File: src/rtl/amo_sequencer_if.sv
`default_nettype none
// ---------------------------------------------------------------------------
// amo_sequencer_if : valid/ready memory port of the AMO sequencer | Rev 1.0
// ---------------------------------------------------------------------------
interface amo_sequencer_if #(
  parameter int XLEN = 32
);
  logic            mem_valid;
  logic            mem_we;
  logic [XLEN-1:0] mem_addr;
  logic [XLEN-1:0] mem_wdata;
  logic [3:0]      mem_wstrb;
  logic [XLEN-1:0] mem_rdata;
  logic            mem_ready;

  modport master (
    output mem_valid, mem_we, mem_addr, mem_wdata, mem_wstrb,
    input  mem_rdata, mem_ready
  );

  modport slave (
    input  mem_valid, mem_we, mem_addr, mem_wdata, mem_wstrb,
    output mem_rdata, mem_ready
  );
endinterface
`default_nettype wire

File: src/rtl/amo_sequencer.sv
`default_nettype none
// ---------------------------------------------------------------------------
// amo_sequencer : RV32A LR/SC/AMO read-modify-write sequencer | Rev 1.0
// ---------------------------------------------------------------------------
`ifndef AMO_OP_WIDTH
`define AMO_OP_WIDTH 4
`endif
`ifndef ALU_OP_WIDTH
`define ALU_OP_WIDTH 3
`endif
`ifndef ALU_OP_ADD
`define ALU_OP_ADD 3'd0
`endif
`ifndef ALU_OP_AMO
`define ALU_OP_AMO 3'd5
`endif
`ifndef AMO_OP_LR_W
`define AMO_OP_LR_W   4'd0
`define AMO_OP_SC_W   4'd1
`define AMO_OP_SWAP_W 4'd2
`endif

module amo_sequencer #(
  parameter int XLEN         = 32,
  parameter int RESV_GRANULE = 2
) (
  input  wire logic                     clk,
  input  wire logic                     resetn,
  input  wire logic                     start,
  input  wire logic [`AMO_OP_WIDTH-1:0] amo_op,
  input  wire logic [XLEN-1:0]          addr,
  input  wire logic [XLEN-1:0]          rs2_data,
  input  wire logic                     resv_clear,
  output logic      [`ALU_OP_WIDTH-1:0] ALUOp,
  output logic      [`AMO_OP_WIDTH-1:0] AMOop,
  output logic      [XLEN-1:0]          alu_a,
  output logic      [XLEN-1:0]          alu_b,
  input  wire logic [XLEN-1:0]          alu_result,
  amo_sequencer_if.master               mem,
  output logic                          busy,
  output logic                          done,
  output logic      [XLEN-1:0]          rd_data,
  output logic                          misaligned
);

  localparam logic [2:0] S_IDLE  = 3'd0;
  localparam logic [2:0] S_LOAD  = 3'd1;
  localparam logic [2:0] S_EXEC  = 3'd2;
  localparam logic [2:0] S_STORE = 3'd3;
  localparam logic [2:0] S_DONE  = 3'd4;

  localparam int GW = XLEN - RESV_GRANULE;

  logic [2:0]               state_q, state_d;
  logic [`AMO_OP_WIDTH-1:0] amoop_q, amoop_d;
  logic [XLEN-1:0]          alu_a_q, alu_a_d;
  logic [XLEN-1:0]          alu_b_q, alu_b_d;
  logic [XLEN-1:0]          addr_q, addr_d;
  logic [XLEN-1:0]          wdata_q, wdata_d;
  logic [XLEN-1:0]          rd_data_q, rd_data_d;
  logic                     misaligned_q, misaligned_d;
  logic                     resv_valid_q, resv_valid_d;
  logic [GW-1:0]            resv_addr_q, resv_addr_d;

  logic w_start_misaligned;
  logic w_start_sc;
  logic w_start_match;
  logic w_store_match;

  assign w_start_misaligned = (addr[1:0] != 2'b00);
  assign w_start_sc         = (amo_op == `AMO_OP_SC_W);
  assign w_start_match      = resv_valid_q && (addr[XLEN-1:RESV_GRANULE] == resv_addr_q);
  assign w_store_match      = resv_valid_q && (addr_q[XLEN-1:RESV_GRANULE] == resv_addr_q);

  always_ff @(posedge clk or negedge resetn) begin
    if (!resetn) state_q <= S_IDLE;
    else         state_q <= state_d;
  end

  always_comb begin
    state_d = state_q;
    case (state_q)
      S_IDLE: begin
        if (start) begin
          if (w_start_misaligned)  state_d = S_DONE;
          else if (w_start_sc)     state_d = w_start_match ? S_STORE : S_DONE;
          else                     state_d = S_LOAD;
        end
      end
      S_LOAD:  if (mem.mem_ready) state_d = (amoop_q == `AMO_OP_LR_W) ? S_DONE : S_EXEC;
      S_EXEC:  state_d = S_STORE;
      S_STORE: if (mem.mem_ready) state_d = S_DONE;
      S_DONE:  state_d = S_IDLE;
      default: state_d = S_IDLE;
    endcase
  end

  always_comb begin
    ALUOp          = (state_q == S_EXEC) ? `ALU_OP_AMO : `ALU_OP_ADD;
    mem.mem_valid  = (state_q == S_LOAD) || (state_q == S_STORE);
    mem.mem_we     = (state_q == S_STORE);
    mem.mem_wstrb  = (state_q == S_STORE) ? 4'hF : 4'h0;
    mem.mem_addr   = addr_q;
    mem.mem_wdata  = wdata_q;
    busy           = (state_q != S_IDLE);
    done           = (state_q == S_DONE);
    AMOop          = amoop_q;
    alu_a          = alu_a_q;
    alu_b          = alu_b_q;
    rd_data        = rd_data_q;
    misaligned     = misaligned_q;
  end

  always_comb begin
    amoop_d      = amoop_q;
    alu_a_d      = alu_a_q;
    alu_b_d      = alu_b_q;
    addr_d       = addr_q;
    wdata_d      = wdata_q;
    rd_data_d    = rd_data_q;
    misaligned_d = misaligned_q;
    resv_valid_d = resv_valid_q;
    resv_addr_d  = resv_addr_q;
    case (state_q)
      S_IDLE: begin
        if (start) begin
          amoop_d      = amo_op;
          alu_b_d      = rs2_data;
          wdata_d      = rs2_data;
          addr_d       = {addr[XLEN-1:2], 2'b00};
          misaligned_d = w_start_misaligned;
          // A failing SC reports 1; a successful one overwrites this with 0 on store.
          rd_data_d    = (w_start_sc && !w_start_misaligned) ? {{(XLEN-1){1'b0}}, 1'b1}
                                                             : '0;
          if (w_start_sc && !w_start_misaligned) resv_valid_d = 1'b0;
        end
      end
      S_LOAD: begin
        if (mem.mem_ready) begin
          alu_a_d = mem.mem_rdata;
          if (amoop_q == `AMO_OP_LR_W) begin
            rd_data_d    = mem.mem_rdata;
            resv_valid_d = 1'b1;
            resv_addr_d  = addr_q[XLEN-1:RESV_GRANULE];
          end
        end
      end
      S_EXEC: begin
        wdata_d   = (amoop_q == `AMO_OP_SWAP_W) ? alu_b_q : alu_result;
        rd_data_d = alu_a_q;
      end
      S_STORE: begin
        if (mem.mem_ready) begin
          if (amoop_q == `AMO_OP_SC_W) rd_data_d = '0;
          if (w_store_match)           resv_valid_d = 1'b0;
        end
      end
      default: ;
    endcase
    if (resv_clear) resv_valid_d = 1'b0;
  end

  always_ff @(posedge clk or negedge resetn) begin
    if (!resetn) begin
      amoop_q      <= '0;
      alu_a_q      <= '0;
      alu_b_q      <= '0;
      addr_q       <= '0;
      wdata_q      <= '0;
      rd_data_q    <= '0;
      misaligned_q <= 1'b0;
      resv_valid_q <= 1'b0;
      resv_addr_q  <= '0;
    end else begin
      amoop_q      <= amoop_d;
      alu_a_q      <= alu_a_d;
      alu_b_q      <= alu_b_d;
      addr_q       <= addr_d;
      wdata_q      <= wdata_d;
      rd_data_q    <= rd_data_d;
      misaligned_q <= misaligned_d;
      resv_valid_q <= resv_valid_d;
      resv_addr_q  <= resv_addr_d;
    end
  end

endmodule
`default_nettype wire

File: src/flat_wrapper.sv
// flat-port wrapper written by rule: the top's interface ports become plain ports
module amo_sequencer_flat 
#(
  parameter int XLEN         = 32,
  parameter int RESV_GRANULE = 2
)
  (clk, resetn, start, amo_op, addr, rs2_data, resv_clear, ALUOp, AMOop, alu_a, alu_b, alu_result, busy, done, rd_data, misaligned, mem_mem_valid, mem_mem_we, mem_mem_addr, mem_mem_wdata, mem_mem_wstrb, mem_mem_rdata, mem_mem_ready);
  amo_sequencer_if #(.XLEN(XLEN)) mem_i ();
  input  wire logic clk;
  input  wire logic resetn;
  input  wire logic start;
  input  wire logic [`AMO_OP_WIDTH-1:0] amo_op;
  input  wire logic [XLEN-1:0] addr;
  input  wire logic [XLEN-1:0] rs2_data;
  input  wire logic resv_clear;
  output logic      [`ALU_OP_WIDTH-1:0] ALUOp;
  output logic      [`AMO_OP_WIDTH-1:0] AMOop;
  output logic      [XLEN-1:0] alu_a;
  output logic      [XLEN-1:0] alu_b;
  input  wire logic [XLEN-1:0] alu_result;
  output logic busy;
  output logic done;
  output logic      [XLEN-1:0] rd_data;
  output logic misaligned;
  output wire logic [$bits(mem_i.mem_valid)-1:0] mem_mem_valid;
  output wire logic [$bits(mem_i.mem_we)-1:0] mem_mem_we;
  output wire logic [$bits(mem_i.mem_addr)-1:0] mem_mem_addr;
  output wire logic [$bits(mem_i.mem_wdata)-1:0] mem_mem_wdata;
  output wire logic [$bits(mem_i.mem_wstrb)-1:0] mem_mem_wstrb;
  input wire logic [$bits(mem_i.mem_rdata)-1:0] mem_mem_rdata;
  input wire logic [$bits(mem_i.mem_ready)-1:0] mem_mem_ready;
  assign mem_mem_valid = mem_i.mem_valid;
  assign mem_mem_we = mem_i.mem_we;
  assign mem_mem_addr = mem_i.mem_addr;
  assign mem_mem_wdata = mem_i.mem_wdata;
  assign mem_mem_wstrb = mem_i.mem_wstrb;
  assign mem_i.mem_rdata = mem_mem_rdata;
  assign mem_i.mem_ready = mem_mem_ready;
  amo_sequencer #(.XLEN(XLEN), .RESV_GRANULE(RESV_GRANULE)) u_core (.clk(clk), .resetn(resetn), .start(start), .amo_op(amo_op), .addr(addr), .rs2_data(rs2_data), .resv_clear(resv_clear), .ALUOp(ALUOp), .AMOop(AMOop), .alu_a(alu_a), .alu_b(alu_b), .alu_result(alu_result), .mem(mem_i), .busy(busy), .done(done), .rd_data(rd_data), .misaligned(misaligned));
endmodule
File: config.mk
export PLATFORM = sky130hd
export DESIGN_NAME = amo_sequencer_flat
export DESIGN_NICKNAME = d
export VERILOG_FILES = /design/src/rtl/amo_sequencer_if.sv /design/src/rtl/amo_sequencer.sv /design/src/flat_wrapper.sv
export SDC_FILE = /design/constraint.sdc
export NUM_CORES = 1
export LEC_CHECK = 0
export ABC_CLOCK_PERIOD_IN_PS = 1800
export BUFFER_PORTS_ARGS = -buffer_cell sky130_fd_sc_hd__buf_2
export CAP_MARGIN = 20
export CORE_UTILIZATION = 46
export CTS_CLUSTER_DIAMETER = 200
export DETAILED_ROUTE_END_ITERATION = 10
export PLACE_DENSITY = 0.77
export SETUP_SLACK_MARGIN = 0.4
export SLEW_MARGIN = 25
export SYNTH_ARGS = -nofsm -noshare
export SYNTH_HDL_FRONTEND = slang
export SYNTH_SLANG_ARGS = --single-unit
export TNS_END_PERCENT = 1
File: constraint.sdc
create_clock -name clk -period 1.8 [get_ports clk]
set_input_delay 0.09 -clock clk [delete_from_list [all_inputs] [get_ports clk]]
set_output_delay 0.09 -clock clk [all_outputs]
set_load 0.005 [all_outputs]
==> impl_metrics.ini <==
[run_status]
run_status = complete, but fails checks
failed_checks = negative setup slack

[global_routing]
first_pass_grt_wire_length_mm = 45.0
antenna_found_initial = 3
grt_max_degree = 69
global_route.overflow_total = 0
global_router_s_overall_resource_usage_pct = 28.5
grt_pass1_vias = 8497

[timing]
total_negative_setup_slacks_ns = -6.60
setup_repair_after_global_routing_missed_its_margin = yes
post-route-min-period_ns = 2.02
worst_slack_ns = -0.224
report.final.setup_viol = 34
timing_max_transition_violations_final = 0
number_of_hold_violations_in_the_final_report = 0
timing.clock.skew_ns = 0.0153
layout_worst_path_cycle_share_pct = 112
hold_slack_ns = 0.0325
timing.fmax_ghz = 0.494

[die]
die_span_in_y_um = 144
io_pins = 313
row_count = 51
horizontal_die_dimension_um = 144
placeableCoreArea_um2 = 19700
full_die_area_um2 = 20900
initial_core_util_pct = 47.5

[placed_design]
placement_setup_slack_ns = -0.208
dp_hpwl_mm = 17.9
buffers_added_on_ports = 309
gp_routability_congestion = 0.882
dpl-instance-area_um2 = 11500

[pwr]
ir_drop_mv = 0.799
switching_share_pct = 38.1
switchingPower_mw = 9.05
power.internal_mw = 14.7
seq_power_share_pct = 34.8
power.density_nw_per_um2 = 1680
clock_power_share_pct = 16.2
power.combinational.fraction_pct = 49.0
static_leak_nw = 7.17

[job]
cap_violations = 0

[route]
vias = 8389
drt_pre_antenna_iters = 4
remaining_design_rule_violation_count = 0
routed_wirelength_mm = 30.3
route.detailed.vias_per_inst = 5.39
drtAntennaViolNets = 0
wire_per_inst_um = 19.5
detail_route.iter0.violations = 471

[final_layout]
drive_gt1_share_pct = 47.1
finalInstanceArea_um2 = 14100
final_core_util_pct = 71.7
fillerInstances = 1277
design.final.nets = 1414
syn_to_final_growth_pct = 51.0

[clock_network]
cts_made_buffers = 17
htreeDepth = 4
cts_tree = built
worst_skew_pair.late_latency_ns = 0.43
numClockSinks = 197
path_clk_slew_ns = 0.07
cts-root-buf = sky130_fd_sc_hd__clkbuf_16
cts_max_path_buffers = 2

[yosys]
syn_area_per_cell_um2 = 11.6
synth-main-ff-cell = sky130_fd_sc_hd__dfrtp_1
synthDistinctLibCells = 47
synthCells = 804
mappedNetlistArea_um2 = 9340
number_of_synthesized_flops_with_an_enable_pin = 0
synth-seq-area-share_pct = 52.8
synthesis.yosys.warnings = 0
asyncSetResetFlopFracSynth_pct = 100
postSynthRegisterBits = 197

[worst_setup_path]
endpoint_kind = register
timing.critical_path.fanout_max = 12
required_ns = 2.11
worst-endpoint-arrival_ns = 2.33
worstSetupStartpointType = register
worstSetupPathType = register to register

[min_path]
worstHoldPathType = input port to register
[path summary, 6_finish.rpt]
path	start	endpoint	slack [ns]	depth (start not counted)
setup reg to reg	u_core.AMOop[1]$_DFFE_PN0P_	u_core.rd_data[15]$_DFFE_PN0P_	-0.22	6
max in group asynchronous	resetn	u_core.alu_b[17]$_DFFE_PN0P_	1.04	3
setup / recovery	u_core.AMOop[1]$_DFFE_PN0P_	u_core.rd_data[15]$_DFFE_PN0P_	-0.22	6
min in group asynchronous	resetn	u_core.mem.mem_addr[18]$_DFFE_PN0P_	0.11	2
hold / removal	addr[1]	u_core.state_q[0]$_DFFE_PN0P_	0.03	4
hold reg to reg	u_core.misaligned$_DFFE_PN0P_	u_core.misaligned$_DFFE_PN0P_	0.49	2
[power by group through the flow]
stage          logic [mW]  registers, mW  clock network [mW]
6_report             11.6           8.26                3.85
5_1_grt              12.5           8.48                4.10
4_1_cts              11.0           8.06                3.93
3_5_place_dp         9.84           8.02                   0
3_3_place_gp         9.60           7.95                   0
2_1_floorplan        5.73           8.03                   0
[through the flow]
step	instances	power, mW
4_1_cts	1554	22.9
3_5_place_dp	1375	17.9
2_1_floorplan	806	13.8
6_report	1557	23.8
3_3_place_gp	1375	17.6
5_1_grt	1556	25.1
[cell families after synthesis]
group | after synthesis | share of synthesized area (%)
flops | 197 | 52.8
xor+xnor | 60 | 5.63
compound gates | 146 | 11.6
mux | 94 | 13.7
buf+inv | 62 | 4.06
simple gates | 244 | 12.1
other cells | 1 | 0.0402
[worst max-delay path: stages, from the launching register on]
cell and delay (ns):
sky130_fd_sc_hd__dfrtp_1 0.38, sky130_fd_sc_hd__or4b_4 0.57, sky130_fd_sc_hd__nor4_4 0.17, sky130_fd_sc_hd__a221oi_2 0.08
sky130_fd_sc_hd__nor2_4 0.18, sky130_fd_sc_hd__clkbuf_16 0.23, sky130_fd_sc_hd__mux2_4 0.31
[metal layers]
metal / vias to the layer above / global-route usage (%) / part of all wire [%]
met1: 4152 / 33.7 / 39
met3: 98 / 6.49 / 7.0
met4: 2 / 16.7 / 4.6
met5: - / 0 / 0.040
met2: 388 / 47.3 / 50
li1: 3749 / - / -
[placed cells by master (no fill, tap or decap), types with 3 or more instances in the layout]
cell,synthesis,final
sky130_fd_sc_hd__and2_4,0,4
sky130_fd_sc_hd__buf_4,9,41
sky130_fd_sc_hd__nand4_1,10,10
sky130_fd_sc_hd__nor4_2,1,3
sky130_fd_sc_hd__a31oi_1,33,33
sky130_fd_sc_hd__nand2_4,0,11
sky130_fd_sc_hd__and2_1,33,29
sky130_fd_sc_hd__inv_8,0,3
sky130_fd_sc_hd__dfrtp_1,197,196
sky130_fd_sc_hd__buf_12,3,13
sky130_fd_sc_hd__xor2_1,30,28
sky130_fd_sc_hd__buf_6,6,9
sky130_fd_sc_hd__xnor2_1,30,27
sky130_fd_sc_hd__clkbuf_8,0,3
sky130_fd_sc_hd__clkinv_4,0,5
sky130_fd_sc_hd__conb_1,1,3
sky130_fd_sc_hd__nor2_1,5,5
sky130_fd_sc_hd__a21oi_1,3,3
sky130_fd_sc_hd__nor4_1,10,6
sky130_fd_sc_hd__clkbuf_16,0,18
sky130_fd_sc_hd__mux2_2,34,33
sky130_fd_sc_hd__nand2_2,1,34
sky130_fd_sc_hd__clkinvlp_4,0,3
sky130_fd_sc_hd__xnor2_2,0,3
sky130_fd_sc_hd__dlygate4sd3_1,0,134
sky130_fd_sc_hd__a21o_1,33,33
sky130_fd_sc_hd__a22o_1,31,31
sky130_fd_sc_hd__nand2_1,169,125
sky130_fd_sc_hd__buf_2,15,305
sky130_fd_sc_hd__nor3_1,3,3
sky130_fd_sc_hd__mux2_4,60,61
sky130_fd_sc_hd__a211oi_2,0,30
[registers in the layout (all words and copies together), names as in the netlist]
register              cells
u_core.rd_data           32
u_core.AMOop              4
u_core.state_q            3
u_core.alu_a             32
u_core.mem.mem_wdata     32
u_core.mem.mem_addr      30
u_core.resv_addr_q       30
u_core.alu_b             32
u_core.misaligned         1
u_core.resv_valid_q       1
[final cells by class]
cell class | instances | area (µm²) | area share, %
inverter | 4 | 20.0 | 0.142
clock inverter | 13 | 146 | 1.04
tap | 265 | 332 | 2.35
antenna | 2 | 5.00 | 0.0355
multi-input combinational | 547 | 4480 | 31.8
sequential | 197 | 4930 | 35.0
timing repair buffer | 510 | 3730 | 26.4
clock buffer | 19 | 453 | 3.21
[synth_stat cells, types with 2 or more instances]
master                     number  share of area (%)
sky130_fd_sc_hd__a21oi_1        3               0.16
sky130_fd_sc_hd__nand2_1      169                6.8
sky130_fd_sc_hd__a31oi_1       33                2.2
sky130_fd_sc_hd__buf_6          6               0.72
sky130_fd_sc_hd__nor3_1         3               0.16
sky130_fd_sc_hd__nor2_1         5               0.20
sky130_fd_sc_hd__clkbuf_1      25                1.0
sky130_fd_sc_hd__buf_2         15               0.80
sky130_fd_sc_hd__o21ai_0        4               0.21
sky130_fd_sc_hd__a211oi_1      33                2.7
sky130_fd_sc_hd__nor4_1        10               0.67
sky130_fd_sc_hd__buf_4          9               0.72
sky130_fd_sc_hd__mux2_2        34                4.1
sky130_fd_sc_hd__xnor2_1       30                2.8
sky130_fd_sc_hd__xor2_1        30                2.8
sky130_fd_sc_hd__buf_12         3               0.64
sky130_fd_sc_hd__nor3_2         2               0.21
sky130_fd_sc_hd__mux2_4        60                9.6
sky130_fd_sc_hd__a22o_1        31                2.9
sky130_fd_sc_hd__dfrtp_1      197                 53
sky130_fd_sc_hd__a21o_1        33                2.7
sky130_fd_sc_hd__nand4_1       10               0.67
sky130_fd_sc_hd__inv_1          3               0.12
sky130_fd_sc_hd__and2_1        33                2.2
[repair_timing]
item | 4_1_cts | 5_1_grt
hold buffers | 134 | 0
pin swaps | 105 | 75
cloned | 2 | 1
hold endpoints to repair | 334 | 0
buffers inserted | 11 | 0
gates resized for setup | 82 | 47
endpoints found under the setup margin | 207 | 207
No activity file was read; power rests on OpenSTA's default activity.
